$ cat src/rtl/control_state_reg.sv
// control_state_reg
//   Registered state word for a split FSM. The next-state logic lives
//   elsewhere and drives NS. This block holds the current state and the
//   state it held before the last change. It also reports a one-cycle
//   change pulse, counts cycles spent in the current state (saturating),
//   and raises a sticky timeout flag once that count reaches TIMEOUT.
//
// Parameters
//   STATE_W     width of the state word (1..16)
//   RESET_STATE state value loaded by reset
//   DWELL_W     width of the dwell counter (2..32)
//   TIMEOUT     dwell count that raises timeout; 0 disables it
//
// Ports
//   clk_main    system clock, rising edge
//   reset       synchronous active-high reset
//   en          load NS at the next edge
//   NS          next-state value from the FSM logic
//   force_load  override: load force_state (wins over en). "force" is a
//               reserved word in SystemVerilog, hence this name
//   force_state value loaded when force_load=1
//   state       current state
//   prev_state  state held before the most recent change
//   changed     one-cycle pulse: state changed at the last edge
//   dwell       cycles spent in the current state, saturating
//   timeout     sticky: dwell reached TIMEOUT in the current state
//
// All outputs come straight from flops.
module control_state_reg #(
  parameter int unsigned STATE_W     = 4,
  parameter int unsigned RESET_STATE = 0,
  parameter int unsigned DWELL_W     = 16,
  parameter int unsigned TIMEOUT     = 1000
) (
  input  logic               clk_main,
  input  logic               reset,
  input  logic               en,
  input  logic [STATE_W-1:0] NS,
  input  logic               force_load,
  input  logic [STATE_W-1:0] force_state,
  output logic [STATE_W-1:0] state,
  output logic [STATE_W-1:0] prev_state,
  output logic               changed,
  output logic [DWELL_W-1:0] dwell,
  output logic               timeout
);

  localparam logic [STATE_W-1:0] RST_VAL   = STATE_W'(RESET_STATE);
  localparam logic [DWELL_W-1:0] DWELL_MAX = {DWELL_W{1'b1}};
  // Compare against TIMEOUT-1 so the flag rises at the same edge where
  // dwell becomes TIMEOUT, instead of one cycle after.
  localparam logic [DWELL_W-1:0] TO_PRE    =
      (TIMEOUT == 0) ? '0 : DWELL_W'(TIMEOUT - 1);

  logic [STATE_W-1:0] state_reg, state_next;
  logic [STATE_W-1:0] prev_reg, prev_next;
  logic               changed_reg, changed_next;
  logic [DWELL_W-1:0] dwell_reg, dwell_next;
  logic               timeout_reg, timeout_next;

  logic [STATE_W-1:0] cand;
  logic               is_change;

  // Candidate value: force beats en, otherwise hold the current state.
  // Reset is applied in the register process, so it has the top priority.
  always_comb begin
    cand = state_reg;
    if (force_load) begin
      cand = force_state;
    end else if (en) begin
      cand = NS;
    end
  end

  // Reloading the value already held does not count as a change.
  assign is_change = (cand != state_reg);

  always_comb begin
    state_next   = state_reg;
    prev_next    = prev_reg;
    changed_next = 1'b0;
    dwell_next   = dwell_reg;
    timeout_next = timeout_reg;
    if (is_change) begin
      state_next   = cand;
      prev_next    = state_reg;
      changed_next = 1'b1;
      dwell_next   = '0;
      // A change wins over a threshold hit at the same edge.
      timeout_next = 1'b0;
    end else begin
      if (dwell_reg != DWELL_MAX) begin
        dwell_next = dwell_reg + 1'b1;
      end
      if (TIMEOUT != 0 && dwell_reg == TO_PRE) begin
        timeout_next = 1'b1;
      end
    end
    // With the timeout disabled the flag is tied low.
    if (TIMEOUT == 0) begin
      timeout_next = 1'b0;
    end
  end

  always_ff @(posedge clk_main) begin
    if (reset) begin
      state_reg   <= RST_VAL;
      prev_reg    <= RST_VAL;
      changed_reg <= 1'b0;
      dwell_reg   <= '0;
      timeout_reg <= 1'b0;
    end else begin
      state_reg   <= state_next;
      prev_reg    <= prev_next;
      changed_reg <= changed_next;
      dwell_reg   <= dwell_next;
      timeout_reg <= timeout_next;
    end
  end

  assign state      = state_reg;
  assign prev_state = prev_reg;
  assign changed    = changed_reg;
  assign dwell      = dwell_reg;
  assign timeout    = timeout_reg;

endmodule

$ cat config.mk
export PLATFORM = sky130hd
export DESIGN_NAME = control_state_reg
export DESIGN_NICKNAME = d
export VERILOG_FILES = /design/src/rtl/control_state_reg.sv
export SDC_FILE = /design/constraint.sdc
export NUM_CORES = 1
export LEC_CHECK = 0
export ABC_AREA = 0
export BUFFER_PORTS_ARGS = -buffer_cell sky130_fd_sc_hd__buf_2
export CAP_MARGIN = 10
export CORE_UTILIZATION = 25
export CTS_CLUSTER_SIZE = 28
export DETAILED_ROUTE_END_ITERATION = 6
export GPL_TIMING_DRIVEN = 0
export MAX_ROUTING_LAYER = met4
export PLACE_DENSITY_LB_ADDON = 0.05
export SYNTH_ARGS = -nofsm -noshare
export SYNTH_HDL_FRONTEND = slang
export SYNTH_SLANG_ARGS = --single-unit
$ cat constraint.sdc
create_clock -name clk_main -period 2.57 [get_ports clk_main]
set_input_delay 0.514 -clock clk_main [delete_from_list [all_inputs] [get_ports clk_main]]
set_output_delay 0.514 -clock clk_main [all_outputs]
set_load 0.02 [all_outputs]
# Word-level counts from Yosys, hierarchy flattened
# Index checks and enable logic that the tools add are counted.
# op_classes
addsub	1
eq_ne	3
n_mux	3
n_reduce_logical	1
# ops
op	n
16-bit by 1-bit adder with 16-bit output (second input constant)	1
16-bit by 10-bit == test with 1-bit output (second input constant)	1
16-bit inequality test (second input constant)	1
4-bit 2-to-1 mux	2
4-bit inequality test	1
2-bit OR reduction	1
1-bit 2-to-1 mux	1
# word_totals
ff_bits	26
input_bits	12
output_inout_bits	26

# Logic depth before layout (Yosys ltp)
# Gate-level depths: netlist of run 1.
# depth
word_depth	4
ltp_mapped	8
ltp_nobuf	5

# Worst setup path before layout of run 1
# Ideal clock, no wire load.
# synth_timing
path_type	input-to-reg
startpoint	in force_load
endpoint	reg dwell_reg[15], in the netlist dwell[15]
setup_time_ns	0.088
t_arrival_ns	1.956
t_required_ns	2.482
setup_slack_ns	0.526
path_stages	8
n_path_buf	4
cell_sequence	buf_6 > buf_6 > a21oi_2 > a32oi_1 > or4_1 > buf_2 > buf_6 > a311oi_2
# synth_between
elab_chain_cells	3
# synth_lines
item	line_no	source
start: declaration	39	input logic force_load,
4-bit 2-to-1 mux	68	if (force_load) begin
4-bit inequality test	76	assign is_change = (cand != state_reg);
2-bit OR reduction (no line)	-	
end signal: assignment	116	dwell_reg <= dwell_next;
end: declaration	58	logic [DWELL_W-1:0] dwell_reg, dwell_next;
# No other way between the ends.
# A chain may end at the register's enable or synchronous reset.

# Worst setup path after layout of run 1
# layout_timing
startpoint	reg dwell_reg[7], in the netlist dwell[7]
endpoint	reg dwell_reg[6], in the netlist dwell[6]
# layout_between
elab_chain_cells	1
# layout_lines
item	line_no	source
16-bit inequality test	92	if (dwell_reg != DWELL_MAX) begin
# No other way between the ends.

==> impl_metrics.ini, run 1 <==
[critical_path]
setup.worst_path.start = dwell[7]
critPathLaunchType = flop
r2r_cells = 4
crit-reg2reg-launch = dwell[7]
cp-end-kind = flop
arrival_ps = 2320
reg2reg_setup_slack_ps = 410
critPathMaxFanout = 9
worstPathRequired_ps = 2730
endpoint = dwell[6]
r2r_end = dwell[6]
path_class = reg -> reg

[layout]
postLayoutCoreUtil = 0.320
nFillCells = 607
antenna_cells = 0
area_delta_synth_final_pct = 22.5
final_net_count = 218
multi_input_area_um2 = 852
fin_area_um2 = 1770
regArea_um2 = 520
layout-drive-gt1-share = 0.299
largest_reg_flops = 16

[floorplanning]
core_um2 = 5540
start_util = 0.261
io_pins = 38
dieHeight_um = 78.0
die_area_um2 = 6090
die_w_um = 78.0
num_rows = 27

[global_route]
grt_pass1_wl_mm = 6.44
grt_pass1_vias = 1291
grtUsageTotal = 0.137
grt_max_degree = 15
grt_overflow = 0
antenna_found_initial = 0
grtUsageMet2 = 0.194
grt.met3_usage = 0.0233
grt_use_met1 = 0.200
top_usage_layer = met1

[sta]
finalCriticalPeriod_ps = 2160
worst_pin_slew_ps = 984
maxSlewViolCount = 0
skew_ps = 2.28
timing.slew.headroom = 0.339
rsz0062_at_grt = false
fmax_mhz = 462
setup_viol = 0
hold_violations = 0
whs_ps = 468
fin_tns_setup_ps = 0
post-route-period-util = 0.842

[yosys]
yosysTopAreaCell = dfxtp_1
synth_top_area_frac = 0.360
synthCells = 164
synth_area_leaders = dfxtp_1 (36%), nand2_1 (4.7%), nor4_1 (4.3%), mux2i_1 (3.5%), a211oi_1 (3.1%)
synth_nets = 177
yosysWarningCount = 0
synth_edf_count = 0
yosysSeqAreaShare = 0.360
yosysUniqueCellTypes = 39
ys.flop_type = dfxtp_1
yosys-top-cells-count = dfxtp_1 (26), nand2_1 (18), nor4_1 (10)
async_flop_share = 0
ys_ff_latch = 26
synth_most_common_cell = dfxtp_1
post_synth.cell_area_avg_um2 = 8.81
syn_area_um2 = 1450

[clock_tree]
clk_pin_slew_ps = 100
cts_tree = built
numCtsBuffers = 3
ctsLongestPathBuffers = 2
cts_setup_buffers = 0
cts_root_buf = clkbuf_8
clkLatencyLatePin_ps = 270
clock-sinks = 26
ctsHoldBuffers = 0
ctsResizeCount = 0
htree_levels = 1

[worst_hold_path]
holdCritStartpoint = prev_state[1]
min_path_type = reg -> reg

[routing]
drt_pass1_iterations = 4
vias = 1399
wirelength_mm = 3.96
drt_iter0_drc = 85
wl_per_cell_um = 14.3
vias_per_cell = 5.07
post-route-drc-count = 0
ant_nets = 0

[power]
powerDensity_nw_per_um2 = 458
p_total_uw = 811
peakVddDrop_mv = 0.282
power.leakage_uw = 0.000658

[outcome]
outcome = complete, no violations

[placement]
gp_congestion = 0.781
hpwl_mm = 2.96
place_area_um2 = 1720
port_buffers = 36

[flow_run]
drv_cap = 0
[where the power goes]
part / leakage, uW / internal (uW) / switching (uW)
clock: 0.0000288 / 137 / 135
combinational: 0.000418 / 48.0 / 67.2
sequential: 0.000212 / 414 / 10.5
[critical path: stages, from the launching register on]
cell and delay [ps]:
dfxtp_1 440, nand4_2 260, nor3_1 860, nor3_1 110, a2111oi_1 380
[logic make-up after synthesis]
| group | after synthesis | synth area share |
|---|---|---|
| DFF | 26 | 0.360 |
| xor gates and xnor gates | 1 | 0.00606 |
| buffers and inverters | 12 | 0.0502 |
| adders and majority gates | 1 | 0.00866 |
| AOI/OAI and AO/OA | 38 | 0.198 |
| muxes | 9 | 0.0658 |
| and+or+nand+nor | 77 | 0.311 |
[how the worst min path moves through the flow]
| stage | endpoint | slack (ps) | depth (start not counted) |
|---|---|---|---|
| global placement | prev_state[2] | 450 | 2 |
| global route | prev_state[2] | 500 | 2 |
| CTS | prev_state[2] | 470 | 2 |
| finish | prev_state[1] | 470 | 2 |
| floorplan | prev_state[0] | 540 | 2 |
| detailed placement | prev_state[2] | 450 | 2 |
[layout by cell type, fill, tap and decap left out, types with 5 or more instances in the layout]
cell type / count
a31oi_1: 5
a21oi_1: 7
buf_2: 39
nor2_1: 5
a211oi_1: 6
nand3_1: 7
or4_1: 5
nor3_1: 7
mux2i_1: 5
dfxtp_1: 26
nand2b_1: 5
nor4_1: 10
nand2_1: 18
[metrics by stage]
stage / instances / worst slack [ps]
after detailed placement: 272 / 216
final: 276 / 407
after CTS: 276 / 374
after floorplan: 164 / 526
after global routing: 276 / 224
after global placement: 272 / 209
[layout make-up]
class,instances,share of cell area
inverters,2,0.00424
repair buffers,36,0.102
plain buffers,10,0.0367
clock buffers,4,0.0311
well taps,72,0.0509
flip-flops and latches,26,0.294
multi-input cells,126,0.481
[metal layers]
metal,up-vias,share of wire
met5,-,0
met4,0,0.0063
met3,2,0.032
met2,27,0.41
met1,650,0.55
li1,720,-
(Power assumes the default switching activity.)
==> inputs of run 2 (changes only) <==
==> constraint.sdc (replaced) <==
create_clock -name clk_main -period 1.85 [get_ports clk_main]
set_input_delay 0.37 -clock clk_main [delete_from_list [all_inputs] [get_ports clk_main]]
set_output_delay 0.37 -clock clk_main [all_outputs]
set_load 0.02 [all_outputs]
==> run 2 against run 1 <==
Register-to-register slack got worse by 360 ps. Design area increased by 9.5%. Final cell count is 1.1% higher. Largest cell class unchanged. Largest power group unchanged.
==> impl_metrics.ini, run 2 (same netlist as run 1, synthesis figures left out) <==
[sta]
rsz0062_at_grt = true
worst_pin_slew_ps = 660
post-route-period-util = 0.978
timing.slew.headroom = 0.556
skew_ps = 13.4
setup_viol = 0
fmax_mhz = 553
finalCriticalPeriod_ps = 1810
whs_ps = 461
maxSlewViolCount = 0
hold_violations = 0

[routing]
vias = 1502
wl_per_cell_um = 15.2
vias_per_cell = 5.38
ant_nets = 0
wirelength_mm = 4.23
drt_pass1_iterations = 4
drt_iter0_drc = 84
post-route-drc-count = 0

[worst_hold_path]
min_path_type = reg -> reg

[clock_tree]
cts_root_buf = clkbuf_8
numCtsBuffers = 3
ctsLongestPathBuffers = 2
cts_tree = built
htree_levels = 1
clk_pin_slew_ps = 100
clkLatencyLatePin_ps = 280
ctsHoldBuffers = 0
clock-sinks = 26

[layout]
most-common-layout-cells = buf_2 (36), dfxtp_1 (20), nand2_1 (17)
final_common_cell = buf_2
fin_area_um2 = 1940
layout-drive-gt1-share = 0.415
largest_reg_flops = 16
postLayoutCoreUtil = 0.350
stdcell_count = 279
antenna_cells = 0
final_net_count = 222
area_delta_synth_final_pct = 34.2

[critical_path]
path_buf_inv = 3
crit_family = simple AND/OR/NAND/NOR gates
worstPathRequired_ps = 2040
critPathLaunchType = input pin
reg2reg_setup_slack_ps = 50
path_class = in -> reg
path_cells = buf_2, buf_8, or3b_4, a32oi_2, or4_4, buf_6, nor4b_2
arrival_ps = 2000
critPathMaxFanout = 10
slowest_delay_ps = 640
worst_path_max_delay_cell = or4_4
cp-end-kind = flop

[power]
clkPwrFrac = 0.306
switching_share = 0.275
power.internal_uw = 792
peakVddDrop_mv = 0.369
power_frac_seq = 0.540
switchingPower_uw = 301
pwr-share-comb = 0.155
powerDensity_nw_per_um2 = 564
power.leakage_uw = 0.000735

[placement]
gp_congestion = 0.807
hpwl_mm = 3.00
port_buffers = 36
place_area_um2 = 1760
dp_cells = 272

[global_route]
grt_pass1_vias = 1337
grtUsageTotal = 0.146
grt_max_degree = 14
grt_overflow = 0
antenna_found_initial = 0
grt_pass1_wl_mm = 6.81

[floorplanning]
io_pins = 38
dieHeight_um = 78.0
start_util = 0.261
die_area_um2 = 6090
core_um2 = 5540
num_rows = 27
die_w_um = 78.0

[flow_run]
drv_cap = 0

[outcome]
outcome = complete, no violations
## run 2: per-layer routing
metal / vias to the layer above / track usage / wire length [um]
li1: 737 / - / -
met1: 726 / 0.208 / 2170
met2: 37 / 0.212 / 1880
met3: 2 / 0.0279 / 161
met4: 0 / 0.0333 / 25
met5: - / - / 0
## run 2: layout make-up
class                           count  area [um2]
Timing Repair Buffer               40         210
Fill cell                         601        3600
Inverter                            2        7.51
Tap cell                           72        90.1
Buffer                              9        76.3
Multi-Input combinational cell    127         983
Clock buffer                        3        41.3
Sequential cell                    26         531
## run 2: final timing paths
kind	start	endpoint	depth (start not counted)
min reg2reg	prev_state[0]	prev_state[0]	2
max	en	dwell[0]	7
max reg2reg	dwell[0]	dwell[11]	6
min	prev_state[0]	prev_state[0]	2
## run 2: through the flow
stage               worst slack [ps]  TNS (ps)  power, uW
floorplan                      -34.5     -48.8        718
global placement                -264     -3990        771
detailed placement              -320     -4430        774
CTS                             1.86         0       1110
global route                   -22.2     -64.2       1150
finish                          40.2         0       1090
## run 2: timing repair
action / in CTS / in global routing
cloned: 0 / 1
gates resized for setup: 10 / 14
setup buffers: 0 / 4
endpoints found under the setup margin: 6 / 15
pin swaps: 0 / 3
## run 2: power by group through the flow
stage                     Combinational, uW  Sequential [uW]  Clock [uW]
after global routing                    185              593         368
after detailed placement                171              603           0
final                                   169              590         334
after global placement                  169              602           0
after CTS                               172              591         350
after floorplan                        98.3              620           0
## run 2: worst min-delay path: stages, from the launching register on
cell and delay [ps]:
dfxtp_1 310, nand2_1 50, mux2i_1 60
==> inputs of run 3 (changes only) <==
--- a/config.mk
+++ b/config.mk
@@ -14,6 +14,7 @@
 export GPL_TIMING_DRIVEN = 0
 export MAX_ROUTING_LAYER = met4
 export PLACE_DENSITY_LB_ADDON = 0.05
+export RECOVER_POWER = 100
 export SYNTH_ARGS = -nofsm -noshare
 export SYNTH_HDL_FRONTEND = slang
 export SYNTH_SLANG_ARGS = --single-unit
==> run 3 against run 2 <==
Hold slack improved by 1.8 ps. Utilization fell by 0.18 points. Combinational power about the same. Clock skew shrank 5.9 ps. Sequential power about the same. Critical path depth unchanged. Final cell count stayed put. Critical path type unchanged. Highest routed layer unchanged.
==> impl_metrics.ini, run 3 (same netlist as run 1, synthesis figures left out) <==
[outcome]
outcome = complete, no violations

[floorplanning]
num_rows = 27
core_um2 = 5540
start_util = 0.261
die_area_um2 = 6090
io_pins = 38
die_w_um = 78.0
dieHeight_um = 78.0

[worst_hold_path]
min_path_type = reg -> reg
holdCritStartpoint = prev_state[0]
hold_depth = 2
holdPathEnd = prev_state[0]

[power]
pwr-share-comb = 0.153
switching_share = 0.274
powerDensity_nw_per_um2 = 564
peakVddDrop_mv = 0.371
switchingPower_uw = 298
power.internal_uw = 790
clkPwrFrac = 0.304
power_frac_seq = 0.542
power.leakage_uw = 0.000703

[layout]
final_common_cell = buf_2
largest_reg_flops = 16
antenna_cells = 0
area_delta_synth_final_pct = 33.5
stdcell_count = 279
final_net_count = 222
most-common-layout-cells = buf_2 (28), dfxtp_1 (20), nand2_1 (17)
layout-drive-gt1-share = 0.377
postLayoutCoreUtil = 0.348

[sta]
maxSlewViolCount = 0
fin_tns_setup_ps = 0
setup_viol = 0
finalCriticalPeriod_ps = 1820
timing.slew.headroom = 0.550
worst_pin_slew_ps = 670
rsz0062_at_grt = true
hold_violations = 0
fmax_mhz = 551
skew_ps = 7.56
post-route-period-util = 0.981

[critical_path]
path_buf_inv = 3
cp-end-kind = flop
path_cells = buf_2, buf_8, or3b_4, a32oi_2, or4_4, buf_6, nor4b_2
critPathLaunchType = input pin
crit_family = simple AND/OR/NAND/NOR gates
slowest_delay_ps = 640
crit-reg2reg-launch = dwell[0]
arrival_ps = 2000
r2r_cells = 6
critPathMaxFanout = 10
path_class = in -> reg
worstPathRequired_ps = 2040
r2r_end = dwell[11]
worst_path_max_delay_cell = or4_4
reg2reg_setup_slack_ps = 50

[clock_tree]
clock-sinks = 26
ctsHoldBuffers = 0
cts_tree = built
cts_root_buf = clkbuf_8
numCtsBuffers = 3
clk_pin_slew_ps = 100
htree_levels = 1
clkLatencyLatePin_ps = 270
ctsLongestPathBuffers = 2

[routing]
vias = 1500
ant_nets = 0
drt_iter0_drc = 63
post-route-drc-count = 0
drt_pass1_iterations = 4
wirelength_mm = 4.28
wl_per_cell_um = 15.3
vias_per_cell = 5.38

[placement]
port_buffers = 36
gp_congestion = 0.807
hpwl_mm = 3.00
dp_cells = 272

[global_route]
grtUsageTotal = 0.146
grt_pass1_wl_mm = 6.81
antenna_found_initial = 0
grt_pass1_vias = 1337
grt_overflow = 0
grt_max_degree = 14

[flow_run]
drv_cap = 0
-- run 3: changes by cell type in the layout (fill, tap and decap cells not counted), sizes merged --
cell    previous run  this run
clkbuf             7        15
buf               45        37
-- run 3: cell type report --
type                       count  area (um2)
sequential                    26         531
timing repair buffer          40         200
clock buffer                   3        41.3
multi-input combinational    127         983
buffer                         9        76.3
tap                           72        90.1
fill                         601        3610
inverter                       2        7.51
-- run 3: how the worst max path moves through the flow --
stage | startpoint | endpoint | slack [ps] | cells past startpoint
finish | en | dwell[0] | 30 | 7
global placement | dwell[0] | dwell[9] | -260 | 5
CTS | en | dwell[0] | 2 | 8
detailed placement | dwell[0] | dwell[9] | -320 | 5
floorplan | en | dwell[0] | -30 | 7
global route | force_load | dwell[0] | -20 | 8
-- run 3: through the flow --
| step | total power [uW] | setup WS, ps | hold slack, ps | instance area, um2 |
|---|---|---|---|---|
| global route | 1140 | -22.2 | 465 | 1930 |
| CTS | 1110 | 1.86 | 461 | 1850 |
| detailed placement | 774 | -320 | 454 | 1760 |
| finish | 1090 | 34.8 | 463 | 1930 |
| floorplan | 718 | -34.5 | 536 | 1490 |
| global placement | 771 | -264 | 448 | 1760 |
-- run 3: repair_timing --
action / 4_1_cts / 5_1_grt
gates cloned: 0 / 1
setup buffers: 0 / 4
setup endpoints to repair: 6 / 15
resized for setup: 10 / 14
pin swaps: 0 / 3
-- run 3: power by group through the flow --
stage	logic, uW	clock network, uW	registers [uW]
global route	182	368	593
finish	167	331	590
CTS	172	350	591
detailed placement	171	0	603
floorplan	98.3	0	620
global placement	169	0	602
-- run 3: layer usage --
layer	wire [um]	vias up	track usage
met5	0	-	-
met1	2180	726	0.208
li1	-	738	-
met2	1920	34	0.212
met4	25	0	0.0333
met3	159	2	0.0279
-- run 3: worst register-to-register path: cells and delay by family, from the launching register on --
kind / cells / cell delay [ps]
AND/OR/NAND/NOR: 3 / 710
AO/OA/AOI/OAI: 1 / 210
flip-flops: 1 / 390
adder cells (fa/ha/maj): 1 / 250
buffers and inverters: 1 / 160
